### config.mk
export PLATFORM = sky130hd
export DESIGN_NAME = hazard_unit_fwd_flat
export DESIGN_NICKNAME = d
export VERILOG_FILES = /design/src/rtl/hazard_unit_fwd_if.sv /design/src/rtl/hazard_unit_fwd.sv /design/src/flat_wrapper.sv
export SDC_FILE = /design/constraint.sdc
export NUM_CORES = 1
export LEC_CHECK = 0
export BUFFER_PORTS_ARGS = -buffer_cell sky130_fd_sc_hd__buf_2
export CAP_MARGIN = 10
export CELL_PAD_IN_SITES_DETAIL_PLACEMENT = 1
export CELL_PAD_IN_SITES_GLOBAL_PLACEMENT = 2
export CORE_UTILIZATION = 24
export DETAILED_ROUTE_END_ITERATION = 6
export GPL_TIMING_DRIVEN = 0
export HOLD_SLACK_MARGIN = 0.05
export PLACE_DENSITY_LB_ADDON = 0.1
export SETUP_SLACK_MARGIN = 0.02
export SYNTH_ARGS = -nofsm -noshare
export SYNTH_HDL_FRONTEND = slang
export SYNTH_SLANG_ARGS = --single-unit
### constraint.sdc
create_clock -name clk -period 3.3 [get_ports clk]
set_clock_uncertainty 0.05 [all_clocks]
set_input_delay 0.495 -clock clk [delete_from_list [all_inputs] [get_ports clk]]
set_output_delay 0.495 -clock clk [all_outputs]
set_load 0.02 [all_outputs]
### src/rtl/hazard_unit_fwd_if.sv
// Pipeline-side bundle for the hazard unit: stage instructions in, stage controls, forwarding selects and perf state out.
interface hazard_unit_fwd_if #(
  parameter int unsigned CNT_W = 32
);
  logic [31:0]      instr_D, instr_E, instr_M, instr_W;
  logic             valid_D, valid_E, valid_M, valid_W;
  logic             is_taken;
  logic             mem_rsp_valid;

  logic             pc_enable;
  logic             IF_ID_enable, IF_ID_flush;
  logic             ID_EX_enable, ID_EX_flush;
  logic             EX_ME_enable, EX_ME_flush;
  logic             ME_WB_enable, ME_WB_flush;
  logic [1:0]       fwd_a_sel, fwd_b_sel;
  logic             mem_timeout;
  logic [CNT_W-1:0] stall_cnt, flush_cnt;

  modport master (
    output instr_D, instr_E, instr_M, instr_W,
    output valid_D, valid_E, valid_M, valid_W,
    output is_taken, mem_rsp_valid,
    input  pc_enable, IF_ID_enable, IF_ID_flush, ID_EX_enable, ID_EX_flush,
    input  EX_ME_enable, EX_ME_flush, ME_WB_enable, ME_WB_flush,
    input  fwd_a_sel, fwd_b_sel, mem_timeout, stall_cnt, flush_cnt
  );

  modport slave (
    input  instr_D, instr_E, instr_M, instr_W,
    input  valid_D, valid_E, valid_M, valid_W,
    input  is_taken, mem_rsp_valid,
    output pc_enable, IF_ID_enable, IF_ID_flush, ID_EX_enable, ID_EX_flush,
    output EX_ME_enable, EX_ME_flush, ME_WB_enable, ME_WB_flush,
    output fwd_a_sel, fwd_b_sel, mem_timeout, stall_cnt, flush_cnt
  );
endinterface

### src/rtl/hazard_unit_fwd.sv
// RV32I 5-stage hazard unit: stage enables/flushes, EX operand forwarding, load-use/RAW stalls,
// redirect flushes, memory-wait FSM with timeout and saturating perf counters.
module hazard_unit_fwd #(
  parameter bit          FWD_EN      = 1'b1,
  parameter int unsigned MEM_TIMEOUT = 255,
  parameter int unsigned TO_W        = 8,
  parameter int unsigned CNT_W       = 32
) (
  input logic              clk,
  input logic              rst,
  hazard_unit_fwd_if.slave bus
);

  localparam logic [6:0] OP_LUI    = 7'b0110111;
  localparam logic [6:0] OP_AUIPC  = 7'b0010111;
  localparam logic [6:0] OP_JAL    = 7'b1101111;
  localparam logic [6:0] OP_JALR   = 7'b1100111;
  localparam logic [6:0] OP_BRANCH = 7'b1100011;
  localparam logic [6:0] OP_LOAD   = 7'b0000011;
  localparam logic [6:0] OP_STORE  = 7'b0100011;
  localparam logic [6:0] OP_IMM    = 7'b0010011;
  localparam logic [6:0] OP_OP     = 7'b0110011;

  typedef enum logic [1:0] {S_IDLE, S_MEM_WAIT, S_ERR} state_t;

  function automatic logic writes_rd(input logic v, input logic [6:0] op, input logic [4:0] rd);
    return v && (rd != 5'd0) &&
           (op inside {OP_LUI, OP_AUIPC, OP_JAL, OP_JALR, OP_LOAD, OP_IMM, OP_OP});
  endfunction

  function automatic logic uses_rs1(input logic [6:0] op);
    return !(op inside {OP_LUI, OP_AUIPC, OP_JAL});
  endfunction

  function automatic logic uses_rs2(input logic [6:0] op);
    return op inside {OP_BRANCH, OP_STORE, OP_OP};
  endfunction

  // Writer rd is already non-zero when wr is set, so x0 never matches.
  function automatic logic hit(input logic wr, input logic [4:0] rd, input logic use_rs, input logic [4:0] rs);
    return wr && use_rs && (rd == rs);
  endfunction

  logic [6:0] op_d, op_e, op_m, op_w;
  logic [4:0] rd_e, rd_m, rd_w;
  logic [4:0] rs1_d, rs2_d, rs1_e, rs2_e;
  logic       wr_e, wr_m, wr_w;
  logic       u1_d, u2_d, u1_e, u2_e;
  logic       dep_e, dep_m, dep_w;
  logic       load_m, load_use, d_stall, redirect, mem_freeze;
  logic       unused_instr_bits;

  assign op_d  = bus.instr_D[6:0];
  assign op_e  = bus.instr_E[6:0];
  assign op_m  = bus.instr_M[6:0];
  assign op_w  = bus.instr_W[6:0];
  assign rd_e  = bus.instr_E[11:7];
  assign rd_m  = bus.instr_M[11:7];
  assign rd_w  = bus.instr_W[11:7];
  assign rs1_d = bus.instr_D[19:15];
  assign rs2_d = bus.instr_D[24:20];
  assign rs1_e = bus.instr_E[19:15];
  assign rs2_e = bus.instr_E[24:20];

  assign unused_instr_bits = ^{bus.instr_D[31:25], bus.instr_D[14:7], bus.instr_E[31:25],
                               bus.instr_E[14:12], bus.instr_M[31:12], bus.instr_W[31:12]};

  assign wr_e = writes_rd(bus.valid_E, op_e, rd_e);
  assign wr_m = writes_rd(bus.valid_M, op_m, rd_m);
  assign wr_w = writes_rd(bus.valid_W, op_w, rd_w);
  assign u1_d = bus.valid_D && uses_rs1(op_d);
  assign u2_d = bus.valid_D && uses_rs2(op_d);
  assign u1_e = bus.valid_E && uses_rs1(op_e);
  assign u2_e = bus.valid_E && uses_rs2(op_e);

  // D-stage dependence on each downstream writer
  assign dep_e = hit(wr_e, rd_e, u1_d, rs1_d) || hit(wr_e, rd_e, u2_d, rs2_d);
  assign dep_m = hit(wr_m, rd_m, u1_d, rs1_d) || hit(wr_m, rd_m, u2_d, rs2_d);
  assign dep_w = hit(wr_w, rd_w, u1_d, rs1_d) || hit(wr_w, rd_w, u2_d, rs2_d);

  assign load_m   = bus.valid_M && (op_m == OP_LOAD);
  assign load_use = wr_e && (op_e == OP_LOAD) && dep_e;
  assign d_stall  = FWD_EN ? load_use : (dep_e || dep_m || dep_w);
  assign redirect = bus.is_taken && bus.valid_E && (op_e inside {OP_BRANCH, OP_JAL, OP_JALR});

  state_t           state_q, state_d;
  logic [TO_W-1:0]  wait_q, wait_d;
  logic             timeout_q, timeout_d;

  assign mem_freeze = (load_m && !bus.mem_rsp_valid) || (state_q == S_ERR);

  // Memory-wait FSM state register
  always_ff @(posedge clk) begin
    if (rst) begin
      state_q   <= S_IDLE;
      wait_q    <= '0;
      timeout_q <= 1'b0;
    end else begin
      state_q   <= state_d;
      wait_q    <= wait_d;
      timeout_q <= timeout_d;
    end
  end

  // Memory-wait FSM next state
  always_comb begin
    state_d   = state_q;
    wait_d    = wait_q;
    timeout_d = timeout_q;
    unique case (state_q)
      S_IDLE: begin
        if (load_m && !bus.mem_rsp_valid) begin
          state_d = S_MEM_WAIT;
          wait_d  = TO_W'(1);
        end
      end
      S_MEM_WAIT: begin
        if (bus.mem_rsp_valid) begin
          state_d = S_IDLE;
          wait_d  = '0;
        end else if (wait_q == TO_W'(MEM_TIMEOUT)) begin
          state_d   = S_ERR;
          timeout_d = 1'b1;
        end else begin
          wait_d = wait_q + TO_W'(1);
        end
      end
      S_ERR: timeout_d = 1'b1;
      default: state_d = S_IDLE;
    endcase
  end

  logic       pc_en_c, if_id_en_c, if_id_fl_c, id_ex_en_c, id_ex_fl_c;
  logic       ex_me_en_c, ex_me_fl_c, me_wb_en_c, me_wb_fl_c;
  logic [1:0] fwd_a_c, fwd_b_c;

  // Stage controls: freeze > redirect > D-stage stall
  always_comb begin
    pc_en_c    = 1'b1;
    if_id_en_c = 1'b1;
    id_ex_en_c = 1'b1;
    ex_me_en_c = 1'b1;
    me_wb_en_c = 1'b1;
    if_id_fl_c = 1'b0;
    id_ex_fl_c = 1'b0;
    ex_me_fl_c = 1'b0;
    me_wb_fl_c = 1'b0;
    fwd_a_c    = 2'b00;
    fwd_b_c    = 2'b00;
    if (rst) begin
      pc_en_c    = 1'b0;
      if_id_fl_c = 1'b1;
      id_ex_fl_c = 1'b1;
      ex_me_fl_c = 1'b1;
      me_wb_fl_c = 1'b1;
    end else begin
      if (mem_freeze) begin
        pc_en_c    = 1'b0;
        if_id_en_c = 1'b0;
        id_ex_en_c = 1'b0;
        ex_me_en_c = 1'b0;
        me_wb_fl_c = 1'b1;
      end else if (redirect) begin
        if_id_fl_c = 1'b1;
        id_ex_fl_c = 1'b1;
      end else if (d_stall) begin
        pc_en_c    = 1'b0;
        if_id_en_c = 1'b0;
        id_ex_fl_c = 1'b1;
      end
      if (FWD_EN) begin
        if (hit(wr_m, rd_m, u1_e, rs1_e))      fwd_a_c = 2'b01;
        else if (hit(wr_w, rd_w, u1_e, rs1_e)) fwd_a_c = 2'b10;
        if (hit(wr_m, rd_m, u2_e, rs2_e))      fwd_b_c = 2'b01;
        else if (hit(wr_w, rd_w, u2_e, rs2_e)) fwd_b_c = 2'b10;
      end
    end
  end

  logic [CNT_W-1:0] stall_q, flush_q;

  // Saturating perf counters
  always_ff @(posedge clk) begin
    if (rst) begin
      stall_q <= '0;
      flush_q <= '0;
    end else begin
      if (!pc_en_c && (stall_q != '1))
        stall_q <= stall_q + CNT_W'(1);
      if (redirect && !mem_freeze && (flush_q != '1))
        flush_q <= flush_q + CNT_W'(1);
    end
  end

  assign bus.pc_enable    = pc_en_c;
  assign bus.IF_ID_enable = if_id_en_c;
  assign bus.IF_ID_flush  = if_id_fl_c;
  assign bus.ID_EX_enable = id_ex_en_c;
  assign bus.ID_EX_flush  = id_ex_fl_c;
  assign bus.EX_ME_enable = ex_me_en_c;
  assign bus.EX_ME_flush  = ex_me_fl_c;
  assign bus.ME_WB_enable = me_wb_en_c;
  assign bus.ME_WB_flush  = me_wb_fl_c;
  assign bus.fwd_a_sel    = fwd_a_c;
  assign bus.fwd_b_sel    = fwd_b_c;
  assign bus.mem_timeout  = timeout_q;
  assign bus.stall_cnt    = stall_q;
  assign bus.flush_cnt    = flush_q;

endmodule
### src/flat_wrapper.sv
// flat-port wrapper written by rule: the top's interface ports become plain ports
module hazard_unit_fwd_flat 
#(
  parameter bit          FWD_EN      = 1'b1,
  parameter int unsigned MEM_TIMEOUT = 255,
  parameter int unsigned TO_W        = 8,
  parameter int unsigned CNT_W       = 32
)
  (clk, rst, bus_instr_D, bus_instr_E, bus_instr_M, bus_instr_W, bus_valid_D, bus_valid_E, bus_valid_M, bus_valid_W, bus_is_taken, bus_mem_rsp_valid, bus_pc_enable, bus_IF_ID_enable, bus_IF_ID_flush, bus_ID_EX_enable, bus_ID_EX_flush, bus_EX_ME_enable, bus_EX_ME_flush, bus_ME_WB_enable, bus_ME_WB_flush, bus_fwd_a_sel, bus_fwd_b_sel, bus_mem_timeout, bus_stall_cnt, bus_flush_cnt);
  hazard_unit_fwd_if #(.CNT_W(CNT_W)) bus_i ();
  input logic clk;
  input logic rst;
  input wire logic [$bits(bus_i.instr_D)-1:0] bus_instr_D;
  input wire logic [$bits(bus_i.instr_E)-1:0] bus_instr_E;
  input wire logic [$bits(bus_i.instr_M)-1:0] bus_instr_M;
  input wire logic [$bits(bus_i.instr_W)-1:0] bus_instr_W;
  input wire logic [$bits(bus_i.valid_D)-1:0] bus_valid_D;
  input wire logic [$bits(bus_i.valid_E)-1:0] bus_valid_E;
  input wire logic [$bits(bus_i.valid_M)-1:0] bus_valid_M;
  input wire logic [$bits(bus_i.valid_W)-1:0] bus_valid_W;
  input wire logic [$bits(bus_i.is_taken)-1:0] bus_is_taken;
  input wire logic [$bits(bus_i.mem_rsp_valid)-1:0] bus_mem_rsp_valid;
  output wire logic [$bits(bus_i.pc_enable)-1:0] bus_pc_enable;
  output wire logic [$bits(bus_i.IF_ID_enable)-1:0] bus_IF_ID_enable;
  output wire logic [$bits(bus_i.IF_ID_flush)-1:0] bus_IF_ID_flush;
  output wire logic [$bits(bus_i.ID_EX_enable)-1:0] bus_ID_EX_enable;
  output wire logic [$bits(bus_i.ID_EX_flush)-1:0] bus_ID_EX_flush;
  output wire logic [$bits(bus_i.EX_ME_enable)-1:0] bus_EX_ME_enable;
  output wire logic [$bits(bus_i.EX_ME_flush)-1:0] bus_EX_ME_flush;
  output wire logic [$bits(bus_i.ME_WB_enable)-1:0] bus_ME_WB_enable;
  output wire logic [$bits(bus_i.ME_WB_flush)-1:0] bus_ME_WB_flush;
  output wire logic [$bits(bus_i.fwd_a_sel)-1:0] bus_fwd_a_sel;
  output wire logic [$bits(bus_i.fwd_b_sel)-1:0] bus_fwd_b_sel;
  output wire logic [$bits(bus_i.mem_timeout)-1:0] bus_mem_timeout;
  output wire logic [$bits(bus_i.stall_cnt)-1:0] bus_stall_cnt;
  output wire logic [$bits(bus_i.flush_cnt)-1:0] bus_flush_cnt;
  assign bus_i.instr_D = bus_instr_D;
  assign bus_i.instr_E = bus_instr_E;
  assign bus_i.instr_M = bus_instr_M;
  assign bus_i.instr_W = bus_instr_W;
  assign bus_i.valid_D = bus_valid_D;
  assign bus_i.valid_E = bus_valid_E;
  assign bus_i.valid_M = bus_valid_M;
  assign bus_i.valid_W = bus_valid_W;
  assign bus_i.is_taken = bus_is_taken;
  assign bus_i.mem_rsp_valid = bus_mem_rsp_valid;
  assign bus_pc_enable = bus_i.pc_enable;
  assign bus_IF_ID_enable = bus_i.IF_ID_enable;
  assign bus_IF_ID_flush = bus_i.IF_ID_flush;
  assign bus_ID_EX_enable = bus_i.ID_EX_enable;
  assign bus_ID_EX_flush = bus_i.ID_EX_flush;
  assign bus_EX_ME_enable = bus_i.EX_ME_enable;
  assign bus_EX_ME_flush = bus_i.EX_ME_flush;
  assign bus_ME_WB_enable = bus_i.ME_WB_enable;
  assign bus_ME_WB_flush = bus_i.ME_WB_flush;
  assign bus_fwd_a_sel = bus_i.fwd_a_sel;
  assign bus_fwd_b_sel = bus_i.fwd_b_sel;
  assign bus_mem_timeout = bus_i.mem_timeout;
  assign bus_stall_cnt = bus_i.stall_cnt;
  assign bus_flush_cnt = bus_i.flush_cnt;
  hazard_unit_fwd #(.FWD_EN(FWD_EN), .MEM_TIMEOUT(MEM_TIMEOUT), .TO_W(TO_W), .CNT_W(CNT_W)) u_core (.clk(clk), .rst(rst), .bus(bus_i));
endmodule
==> flow_summary.rst <==
.. list-table::
   :header-rows: 1

   * - Metric
     - Value
   * - Power share of the clock group
     - 0.499
   * - Pre-CTS setup slack
     - -0.0671 ns
   * - Clock latency on the worst-skew pair
     - 0.34 ns
   * - DR vias
     - 4450
   * - Total routing usage reported by global routing
     - 0.166
   * - Global-route wire length before repair
     - 23.6 mm
   * - Area delta synth->final
     - 31.6%
   * - Clock tree from TritonCTS
     - yes
   * - Sum of buffers and inverters on the critical path
     - 1
   * - Worst Tran Pin Value
     - 0.869 ns
   * - Cells traversed along the worst timing path
     - nand4_1 > nor4_1 > and4_1 > a22o_1 > or2_1 > clkbuf_1 > o21ai_0 > a21oi_1
   * - Number of antenna violations at the first check in global routing
     - 0
   * - Seq pwr share
     - 0.419
   * - Number of nets in the layout
     - 836
   * - Fin worst setup slack
     - 0.389 ns
   * - Fraction of power spent switching nets
     - 0.233
   * - Maximum fanout count along the critical path
     - 10
   * - Total number of cells along the worst setup path
     - 8
   * - Die area
     - 18300 µm²
   * - Ports
     - 214
   * - Drt wl/cell
     - 15.7 µm
   * - Remaining DRCs
     - 0
   * - Post-synth top cells
     - 75 x sky130_fd_sc_hd__dfxtp_1, 69 x sky130_fd_sc_hd__nor2_1, 42 x sky130_fd_sc_hd__nand2_1, 34 x sky130_fd_sc_hd__a21oi_1
   * - Critical path arrival
     - 3.12 ns
   * - Count of clock tree sinks
     - 75
   * - Total length of routed wires
     - 14.6 mm
   * - Number of buffers created by CTS
     - 9
   * - Detailed Route Iter0 Violations
     - 114
   * - Clock slew seen by the registers of the worst setup and hold paths
     - 0.06 ns
   * - Max capacitance violation total
     - 0
   * - Synthesized area divided by synthesized cell count
     - 7.91 µm²
   * - Critical path startpoint
     - u_core.bus.stall_cnt[13]
   * - Switching power
     - 0.000507 W
   * - Worst r2r src
     - u_core.bus.stall_cnt[13]
   * - Width of the die
     - 135 µm
   * - Finished Core Util
     - 0.324
   * - Sort of element at the end of the critical path
     - flop
   * - Slew margin rel.
     - 0.417
   * - Vertical extent of the die
     - 135 µm
   * - Top post-synthesis cells by area
     - sky130_fd_sc_hd__dfxtp_1 35%, sky130_fd_sc_hd__xor2_1 6.8%, sky130_fd_sc_hd__xnor2_1 6.4%, sky130_fd_sc_hd__nor2_1 6.1%, sky130_fd_sc_hd__a21oi_1 4.0%
   * - Total setup buffers inserted after CTS
     - 0
   * - Cell at the slowest stage of the critical path
     - sky130_fd_sc_hd__nor4_1
   * - Minimum period implied by the final worst setup slack
     - 2.91 ns
   * - Number of distinct library cell variants in the gate-level netlist after synthesis
     - 53
   * - Final Total Pwr
     - 0.00217 W
   * - Clock root cell
     - sky130_fd_sc_hd__clkbuf_16
   * - Detailed Place HPWL
     - 11.5 mm
   * - Startpoint kind of the worst setup timing path
     - flop
   * - Yosys top cell area share
     - 0.353
   * - Static Leak
     - 2.24 nW
   * - Number of core rows
     - 48
   * - Inserted Diodes
     - 0
   * - Sequential area share after synthesis
     - 0.353
   * - Buffers added on ports
     - 147
   * - Drt via density
     - 4.80
   * - Comb power frac
     - 0.082
   * - Worst ir drop on vdd
     - 224 µV
   * - Worst Hold Depth
     - 2
   * - Post-synthesis register bit count
     - 75
   * - Number of buffers on the longest clock path
     - 2
   * - Total count of max-transition violations in the final report
     - 0
   * - Status
     - complete, no violations
   * - Via count of the first global-routing pass
     - 4557
   * - Layout cells sized above 1
     - 0.249
   * - Min-delay worst type
     - reg2reg
   * - Cell with the most instances after synthesis
     - sky130_fd_sc_hd__dfxtp_1
   * - RSZ-0062 raised after global routing
     - no
   * - Power per Cell Area
     - 388 nW/µm²
   * - Cell type with the highest aggregate area in the netlist
     - sky130_fd_sc_hd__dfxtp_1
   * - Count of filler cells inserted in the layout
     - 2155
   * - Crit Path Category
     - reg2reg
   * - Hold Crit Start
     - u_core.bus.mem_timeout
   * - Synthesized instance count
     - 538
   * - Maximum number of pins on one net before global-route repair
     - 13
   * - Highest Clock Rate
     - 344 MHz
   * - Critical path required time
     - 3.51 ns
   * - Async SR Flop Fraction
     - 0
   * - Dominant delay contributor by cell family on the critical path
     - simple AND/OR/NAND/NOR gates
   * - Cell Int Power
     - 0.00167 W
   * - Starting density of the core
     - 0.246
   * - Post-DRT Antenna Nets
     - 0
   * - Count of synthesis-stage warnings from yosys
     - 0
   * - Router iterations before antenna repair
     - 4
   * - Largest incremental delay on the critical path
     - 0.53 ns
   * - Setup violators final
     - 0
   * - Hold Vio Cnt, Final
     - 0
   * - Final weighted congestion of routability-driven global placement
     - 0.820
   * - Count of cells along the worst register-to-register path
     - 8
   * - Cell area after synthesis
     - 4260 µm²
   * - Ratio of final minimum period to clock period
     - 0.882
   * - H-tree lvl count
     - 3
   * - Number of flops mapped to enable cells by yosys
     - 0
   * - Net Count, Synth
     - 677
   * - Overflow after GRT
     - 0
   * - Core outline area
     - 17300 µm²
   * - Primary flip-flop cell chosen by synthesis mapping
     - sky130_fd_sc_hd__dfxtp_1
-- cell usage in the layout, fill, tap and decap left out, types with 19 or more instances in the layout --
| cell type | count |
|---|---|
| sky130_fd_sc_hd__xnor2_1 | 31 |
| sky130_fd_sc_hd__nand2_1 | 42 |
| sky130_fd_sc_hd__or3_1 | 23 |
| sky130_fd_sc_hd__a21oi_1 | 34 |
| sky130_fd_sc_hd__o21ai_0 | 26 |
| sky130_fd_sc_hd__and3_1 | 19 |
| sky130_fd_sc_hd__nor2_1 | 69 |
| sky130_fd_sc_hd__dfxtp_1 | 75 |
| sky130_fd_sc_hd__buf_2 | 148 |
| sky130_fd_sc_hd__xor2_1 | 33 |
| sky130_fd_sc_hd__nand4_1 | 24 |
| sky130_fd_sc_hd__nand3_1 | 33 |
-- tightest hold or removal path, stage by stage, from the launching register on --
cell and delay [ns]:
sky130_fd_sc_hd__dfxtp_1 0.31, sky130_fd_sc_hd__inv_1 0.04, sky130_fd_sc_hd__a21oi_1 0.05
-- layout make-up --
class	count	area [µm²]	share of cell area
Multi-Input combinational cell	431	2610	0.466
Sequential cell	75	1500	0.268
Timing Repair Buffer	148	741	0.132
Tap cell	225	282	0.0503
Clock buffer	12	246	0.0440
Buffer	18	95.1	0.0170
Clock inverter	4	73.8	0.0132
Inverter	14	52.6	0.00938
-- registers in the layout, summed over array words and instances, names as in the netlist --
name and cells:
u_core.state_q 2, u_core.wait_q 8, u_core.bus.flush_cnt 32, u_core.bus.mem_timeout 1, u_core.bus.stall_cnt 32
-- path summary, 6_finish.rpt --
kind	end	slack [ns]
setup / recovery	u_core.bus.stall_cnt[22]	0.39
hold / removal	u_core.bus.mem_timeout	0.40
setup reg to reg	u_core.bus.stall_cnt[22]	0.39
hold reg to reg	u_core.bus.mem_timeout	0.40
-- repair_timing --
action                                  4_1_cts  5_1_grt
resized for setup                             0        2
hold buffers                                  0        0
endpoints found under the setup margin        0        1
-- logic make-up (layout without fill, tap and decap cells) --
logic type	after synthesis	count (layout)	synth area share
XOR/XNOR	64	64	0.132
other	1	1	0.000881
adder cells (fa/ha/maj)	3	3	0.00882
multiplexers	5	5	0.0129
AO/OA/AOI/OAI	85	85	0.118
flip-flops	75	75	0.353
AND/OR/NAND/NOR	273	273	0.341
buffers and inverters	32	196	0.0344
-- per-layer routing --
| layer | vias up | part of all wire | track usage |
|---|---|---|---|
| met3 | 11 | 0.048 | 0.0389 |
| li1 | 2238 | - | - |
| met2 | 92 | 0.48 | 0.287 |
| met1 | 2109 | 0.46 | 0.203 |
| met4 | 0 | 0.012 | 0.0474 |
| met5 | - | 0 | 0 |
-- through the flow --
stage                     hold WS (ns)  TNS (ns)  instance area, µm²  std cells
after CTS                        0.408         0                5600        927
after detailed placement         0.399   -0.0671                5280        911
after global routing             0.434         0                5600        927
final                            0.396         0                5600        927
after global placement           0.393    -0.788                5280        910
after floorplan                  0.409         0                4260        538
-- power groups by stage --
stage	clock network [W]	logic [W]	registers [W]
floorplan	0	0.0000832	0.000932
global placement	0	0.000177	0.000930
detailed placement	0	0.000181	0.000931
CTS	0.00112	0.000182	0.000910
global route	0.00116	0.000199	0.000910
finish	0.00108	0.000178	0.000910
Note: power is estimated with default switching activity, not from simulation.
